--- config.mk ---
export PLATFORM = sky130hd
export DESIGN_NAME = response_sender
export DESIGN_NICKNAME = d
export VERILOG_FILES = /design/src/rtl/response_sender.sv
export SDC_FILE = /design/constraint.sdc
export NUM_CORES = 1
export LEC_CHECK = 0
export ABC_CLOCK_PERIOD_IN_PS = 3300
export CAP_MARGIN = 20
export CORE_MARGIN = 3
export CORE_UTILIZATION = 54
export CTS_CLUSTER_DIAMETER = 80
export DETAILED_ROUTE_END_ITERATION = 12
export GPL_TIMING_DRIVEN = 0
export PLACE_DENSITY = 0.82
export SLEW_MARGIN = 20
export SYNTH_ARGS = -nofsm -noshare
export SYNTH_HDL_FRONTEND = slang
export SYNTH_SLANG_ARGS = --single-unit
--- constraint.sdc ---
create_clock -name clock -period 3.3 [get_ports clock]
set_clock_uncertainty 0.2 [all_clocks]
set_input_delay 0.495 -clock clock [delete_from_list [all_inputs] [get_ports clock]]
set_output_delay 0.495 -clock clock [all_outputs]
set_load 0.01 [all_outputs]
--- src/rtl/response_sender.sv ---
// response_sender: serialises a two-byte response (code, then data) into a UART
// transmitter using a start/busy/done handshake, with an optional inter-byte gap
// and a per-byte timeout that aborts the transfer.
module response_sender #(
    parameter int unsigned TIMEOUT_CYCLES = 1_000_000,
    parameter int unsigned BYTE_GAP       = 0
) (
    input  logic       clock,
    input  logic       reset_n,
    input  logic       send_request,
    input  logic [7:0] response_code,
    input  logic [7:0] response_data,
    input  logic       tx_busy,
    input  logic       tx_done,
    output logic       tx_start,
    output logic [7:0] tx_data,
    output logic       busy,
    output logic       response_sent,
    output logic       timeout_error
);

    localparam int unsigned TimerW = $clog2(TIMEOUT_CYCLES + 1);
    localparam int unsigned GapW   = (BYTE_GAP > 0) ? $clog2(BYTE_GAP + 1) : 1;

    localparam logic [TimerW-1:0] TimerLast = TimerW'(TIMEOUT_CYCLES - 1);
    localparam logic [GapW-1:0]   GapLast   = GapW'((BYTE_GAP > 0) ? BYTE_GAP - 1 : 0);

    typedef enum logic [2:0] {
        StIdle,
        StStartCode,
        StWaitCode,
        StGap,
        StStartData,
        StWaitData,
        StFinish
    } state_e;

    state_e            state_q, state_d;
    logic [7:0]        code_q, code_d;
    logic [7:0]        data_q, data_d;
    logic [TimerW-1:0] timer_q, timer_d;
    logic [GapW-1:0]   gap_q, gap_d;
    logic              tx_start_q, tx_start_d;
    logic [7:0]        tx_data_q, tx_data_d;
    logic              busy_q, busy_d;
    logic              sent_q, sent_d;
    logic              timeout_q, timeout_d;

    // Next-state and registered-output logic for the send sequence.
    always_comb begin
        state_d    = state_q;
        code_d     = code_q;
        data_d     = data_q;
        timer_d    = timer_q;
        gap_d      = gap_q;
        tx_start_d = 1'b0;
        tx_data_d  = tx_data_q;
        busy_d     = busy_q;
        sent_d     = 1'b0;
        timeout_d  = 1'b0;

        case (state_q)
            StIdle: begin
                // busy still high means we just returned here: drop it this cycle
                // and only accept a new request once it is low.
                if (busy_q) begin
                    busy_d = 1'b0;
                end else if (send_request) begin
                    code_d  = response_code;
                    data_d  = response_data;
                    busy_d  = 1'b1;
                    state_d = StStartCode;
                end
            end

            StStartCode: begin
                if (!tx_busy) begin
                    tx_data_d  = code_q;
                    tx_start_d = 1'b1;
                    timer_d    = '0;
                    state_d    = StWaitCode;
                end
            end

            StWaitCode: begin
                // done takes priority over a coincident timeout
                if (tx_done) begin
                    gap_d   = '0;
                    state_d = (BYTE_GAP == 0) ? StStartData : StGap;
                end else if (timer_q == TimerLast) begin
                    timeout_d = 1'b1;
                    state_d   = StIdle;
                end else begin
                    timer_d = timer_q + 1'b1;
                end
            end

            StGap: begin
                if (gap_q == GapLast) begin
                    state_d = StStartData;
                end else begin
                    gap_d = gap_q + 1'b1;
                end
            end

            StStartData: begin
                if (!tx_busy) begin
                    tx_data_d  = data_q;
                    tx_start_d = 1'b1;
                    timer_d    = '0;
                    state_d    = StWaitData;
                end
            end

            StWaitData: begin
                if (tx_done) begin
                    state_d = StFinish;
                end else if (timer_q == TimerLast) begin
                    timeout_d = 1'b1;
                    state_d   = StIdle;
                end else begin
                    timer_d = timer_q + 1'b1;
                end
            end

            StFinish: begin
                sent_d  = 1'b1;
                state_d = StIdle;
            end

            default: begin
                state_d = StIdle;
            end
        endcase
    end

    // State and output registers; reset drops any in-flight response.
    always_ff @(posedge clock or negedge reset_n) begin
        if (!reset_n) begin
            state_q    <= StIdle;
            code_q     <= 8'h00;
            data_q     <= 8'h00;
            timer_q    <= '0;
            gap_q      <= '0;
            tx_start_q <= 1'b0;
            tx_data_q  <= 8'h00;
            busy_q     <= 1'b0;
            sent_q     <= 1'b0;
            timeout_q  <= 1'b0;
        end else begin
            state_q    <= state_d;
            code_q     <= code_d;
            data_q     <= data_d;
            timer_q    <= timer_d;
            gap_q      <= gap_d;
            tx_start_q <= tx_start_d;
            tx_data_q  <= tx_data_d;
            busy_q     <= busy_d;
            sent_q     <= sent_d;
            timeout_q  <= timeout_d;
        end
    end

    assign tx_start      = tx_start_q;
    assign tx_data       = tx_data_q;
    assign busy          = busy_q;
    assign response_sent = sent_q;
    assign timeout_error = timeout_q;

endmodule

==> out/results.ini <==
[sta]
clock.fmax_ghz=0.389
final_worst_path_cycle_share_pct=78.0
timing.max_slew.rel_slack_pct=57.8
tightestPinTransition_ns=0.633
setup-tns-final_ns=0
rsz0062_at_grt=false
timing.final.hold_violations=0
final_worst_path_setup_slack_ns=0.727
finalSetupViolations=0
finalCriticalPeriod_ns=2.57
slew_viol_final=0

[detailed_routing]
ratio_of_routed_vias_to_standard_cells=5.69
wire_per_inst_um=15.3
postRouteWirelength_um=4810
route.detailed.drc=0
ant_nets=0
vias_after_detailed_routing=1791
first_iter_violations=162
drt_first_pass_iters=4

[logic_synthesis]
post-synth-top-count-cell=dfrtp_1
synth_mux_area_share_pct=11.7
netlist.area_leader.share_pct=52.3
yosysSeqAreaShare_pct=52.3
ys_types=44
synthDominantAreaCellType=dfrtp_1
synth.cells.most_frequent=51 x dfrtp_1, 23 x nor2_1, 17 x nand2_1, 13 x mux2_2, 13 x xnor2_1
synth_top_family_by_area=simple AND/OR/NAND/NOR gates
ys_async_rst_share_pct=100
syn_nets=248
yosysWarningCount=0
synth_xor_area_share_pct=5.03
synth_simple_gate_area_share_pct=18.6
synth_flop_cell=dfrtp_1
ys_ff_latch=51
number_of_flops_mapped_to_enable_cells_by_yosys=0
synthAdderAreaFrac_pct=0.513
synth.area.top_cells=dfrtp_1 52%, mux2_2 6.0%, xnor2_1 4.7%, mux2i_1 3.7%, nor2_1 3.5%
synth_compound_area_share_pct=9.03
synthCells=226
synth.cell_area_um2=2440
syn_area_per_cell_um2=10.8

[clock_network]
cts_inserted_buffers=5
clk_latency_ns=0.30
cts_hold_repair.buffers=0
cts.repair.resized=0
numClockSinks=51
clkSlewWorstSetupHoldPaths_ns=0.09
cts_root_buffer=clkbuf_8
postCtsSetupRepairBufs=0
cts_max_level=2
clock_tree_from_tritoncts=built
cts_buffer_depth=2

[grt]
grt_start_max_net_pins=52
grt_antenna_before_repair=0
grt_pass1_wl_um=8010
first_global_vias=1694
globalRouteTotalUtil_pct=19.4
grt_overflow_total=0

[floorplanning]
dieHeight_um=73.2
std_cell_rows=23
start_util_pct=58.5
core_area_um2=4170
die_w_um=73.2
die-area_um2=5360
ioPinCount=33

[pwr]
share_seq_of_total_power_pct=41.6
power.ir.vdd_worst_uv=404
pwr_dens_nw_per_um2=757
switching_share_pct=34.3
p_leak_nw=1.19
power_frac_clock_pct=18.7
cell_int_power_mw=1.45
p_switching_uw=760
p_comb_share_pct=39.6

[layout]
drive_gt1_share_pct=12.1
nNetsFinal=287
count_of_antenna_diodes_in_the_layout=0
flow.area_growth_from_synthesis_pct=19.8

[critical_path]
crit_path_max_fanout=10
worstPathCellList=or4_1 > or4_4 > o31ai_4 > buf_6 > mux2_4
startpoint_kind_of_the_worst_setup_timing_path=flip-flop
cp-end-kind=flip-flop
worst_path_buffer_plus_inverter_count=1
timing.critical_path.slowest_cell_delay_ns=0.56
crit_path_top_delay_cell=or4_4
required_ns=3.28
cpLargestDelayFamily=simple AND/OR/NAND/NOR gates
arrival_ns=2.56
setup.worst_path.class=reg2reg

[placed_design]
hpwl_um=3400
routabilityCongestion=0.793
place_ws_ns=0.508
place.port_buffers=32

[worst_hold_path]
timing.hold.worst.class=in2async

[run]
max_cap_viol_count=0

[status]
run_status=completed

==> metrics by stage <==
stage	instances	hold slack, ns	util (%)	total power [mW]	instance area (um^2)
6_report	315	0.0163	70.0	2.21	2920
3_5_place_dp	308	0.281	67.6	1.82	2820
2_1_floorplan	226	-0.000591	-	1.51	2440
5_1_grt	315	0.0522	70.0	2.38	2920
3_3_place_gp	308	0.266	67.6	1.78	2820
4_1_cts	315	0.0338	70.0	2.24	2920
==> path summary, 6_finish.rpt <==
path	from	to	slack (ns)	cells after the start
hold reg to reg	code_q[1]	code_q[1]	0.30	1
max in group asynchronous	reset_n	code_q[4]	2.47	1
min in group clock	code_q[1]	code_q[1]	0.30	1
hold / removal	reset_n	timer_q[16]	0.02	1
setup / recovery	timer_q[12]	timer_q[0]	0.73	5
setup reg to reg	timer_q[12]	timer_q[0]	0.73	5
==> sequential cells by signal, indices dropped and copies added (netlist names) <==
register and count:
busy 1, state_q 3, tx_start 1, response_sent 1
timeout_error 1, data_q 8, timer_q 20, code_q 8
tx_data 8
==> kinds of logic after synthesis <==
| group | after synthesis |
|---|---|
| fa+ha+maj | 1 |
| simple gates | 85 |
| buf+inv | 16 |
| compound gates | 33 |
| xor+xnor | 14 |
| flops | 51 |
| mux | 26 |
==> per-layer routing <==
metal / GRT usage [%] / routed length, um / vias up
met5: 0 / 0 / -
met4: 4.92 / 54 / 0
met3: 4.13 / 128 / 5
met2: 29.9 / 2360 / 31
met1: 28.0 / 2270 / 875
li1: - / - / 880
==> cell usage in the layout (no fill, tap or decap), types with 4 or more instances in the layout <==
cell type	synthesis	final
nand3_1	5	5
nor2_1	23	23
inv_1	5	5
mux2_2	13	13
nand2_1	17	17
o21ai_0	5	5
clkdlybuf4s50_1	0	31
o21ai_1	12	12
clkbuf_8	0	5
dfrtp_1	51	51
nand4_1	4	4
mux2i_1	9	9
xnor2_1	13	13
nor4b_1	4	4
or4_1	4	4
clkbuf_1	6	7
or3_1	5	5
nor3_1	6	6
==> layout make-up <==
cell class | count | area [um^2]
buffer | 10 | 47.5
tap | 50 | 62.6
fill | 317 | 1250
inverter | 6 | 22.5
clock inverter | 1 | 30.0
sequential | 51 | 1280
timing repair buffer | 32 | 318
clock buffer | 6 | 72.6
multi-input combinational | 159 | 1090
==> worst reg2reg max path: stages (launching register included) <==
cell	delay [ns]
dfrtp_1	0.43
or4_1	0.54
or4_4	0.56
o31ai_4	0.27
buf_6	0.17
mux2_4	0.30
==> power groups by stage <==
stage	Sequential (mW)	Clock [mW]	Combinational, mW
2_1_floorplan	0.938	0	0.570
3_3_place_gp	0.927	0	0.853
3_5_place_dp	0.938	0	0.880
4_1_cts	0.924	0.426	0.885
5_1_grt	0.943	0.457	0.976
6_report	0.922	0.415	0.877
Power figures use the tool's default switching activity.
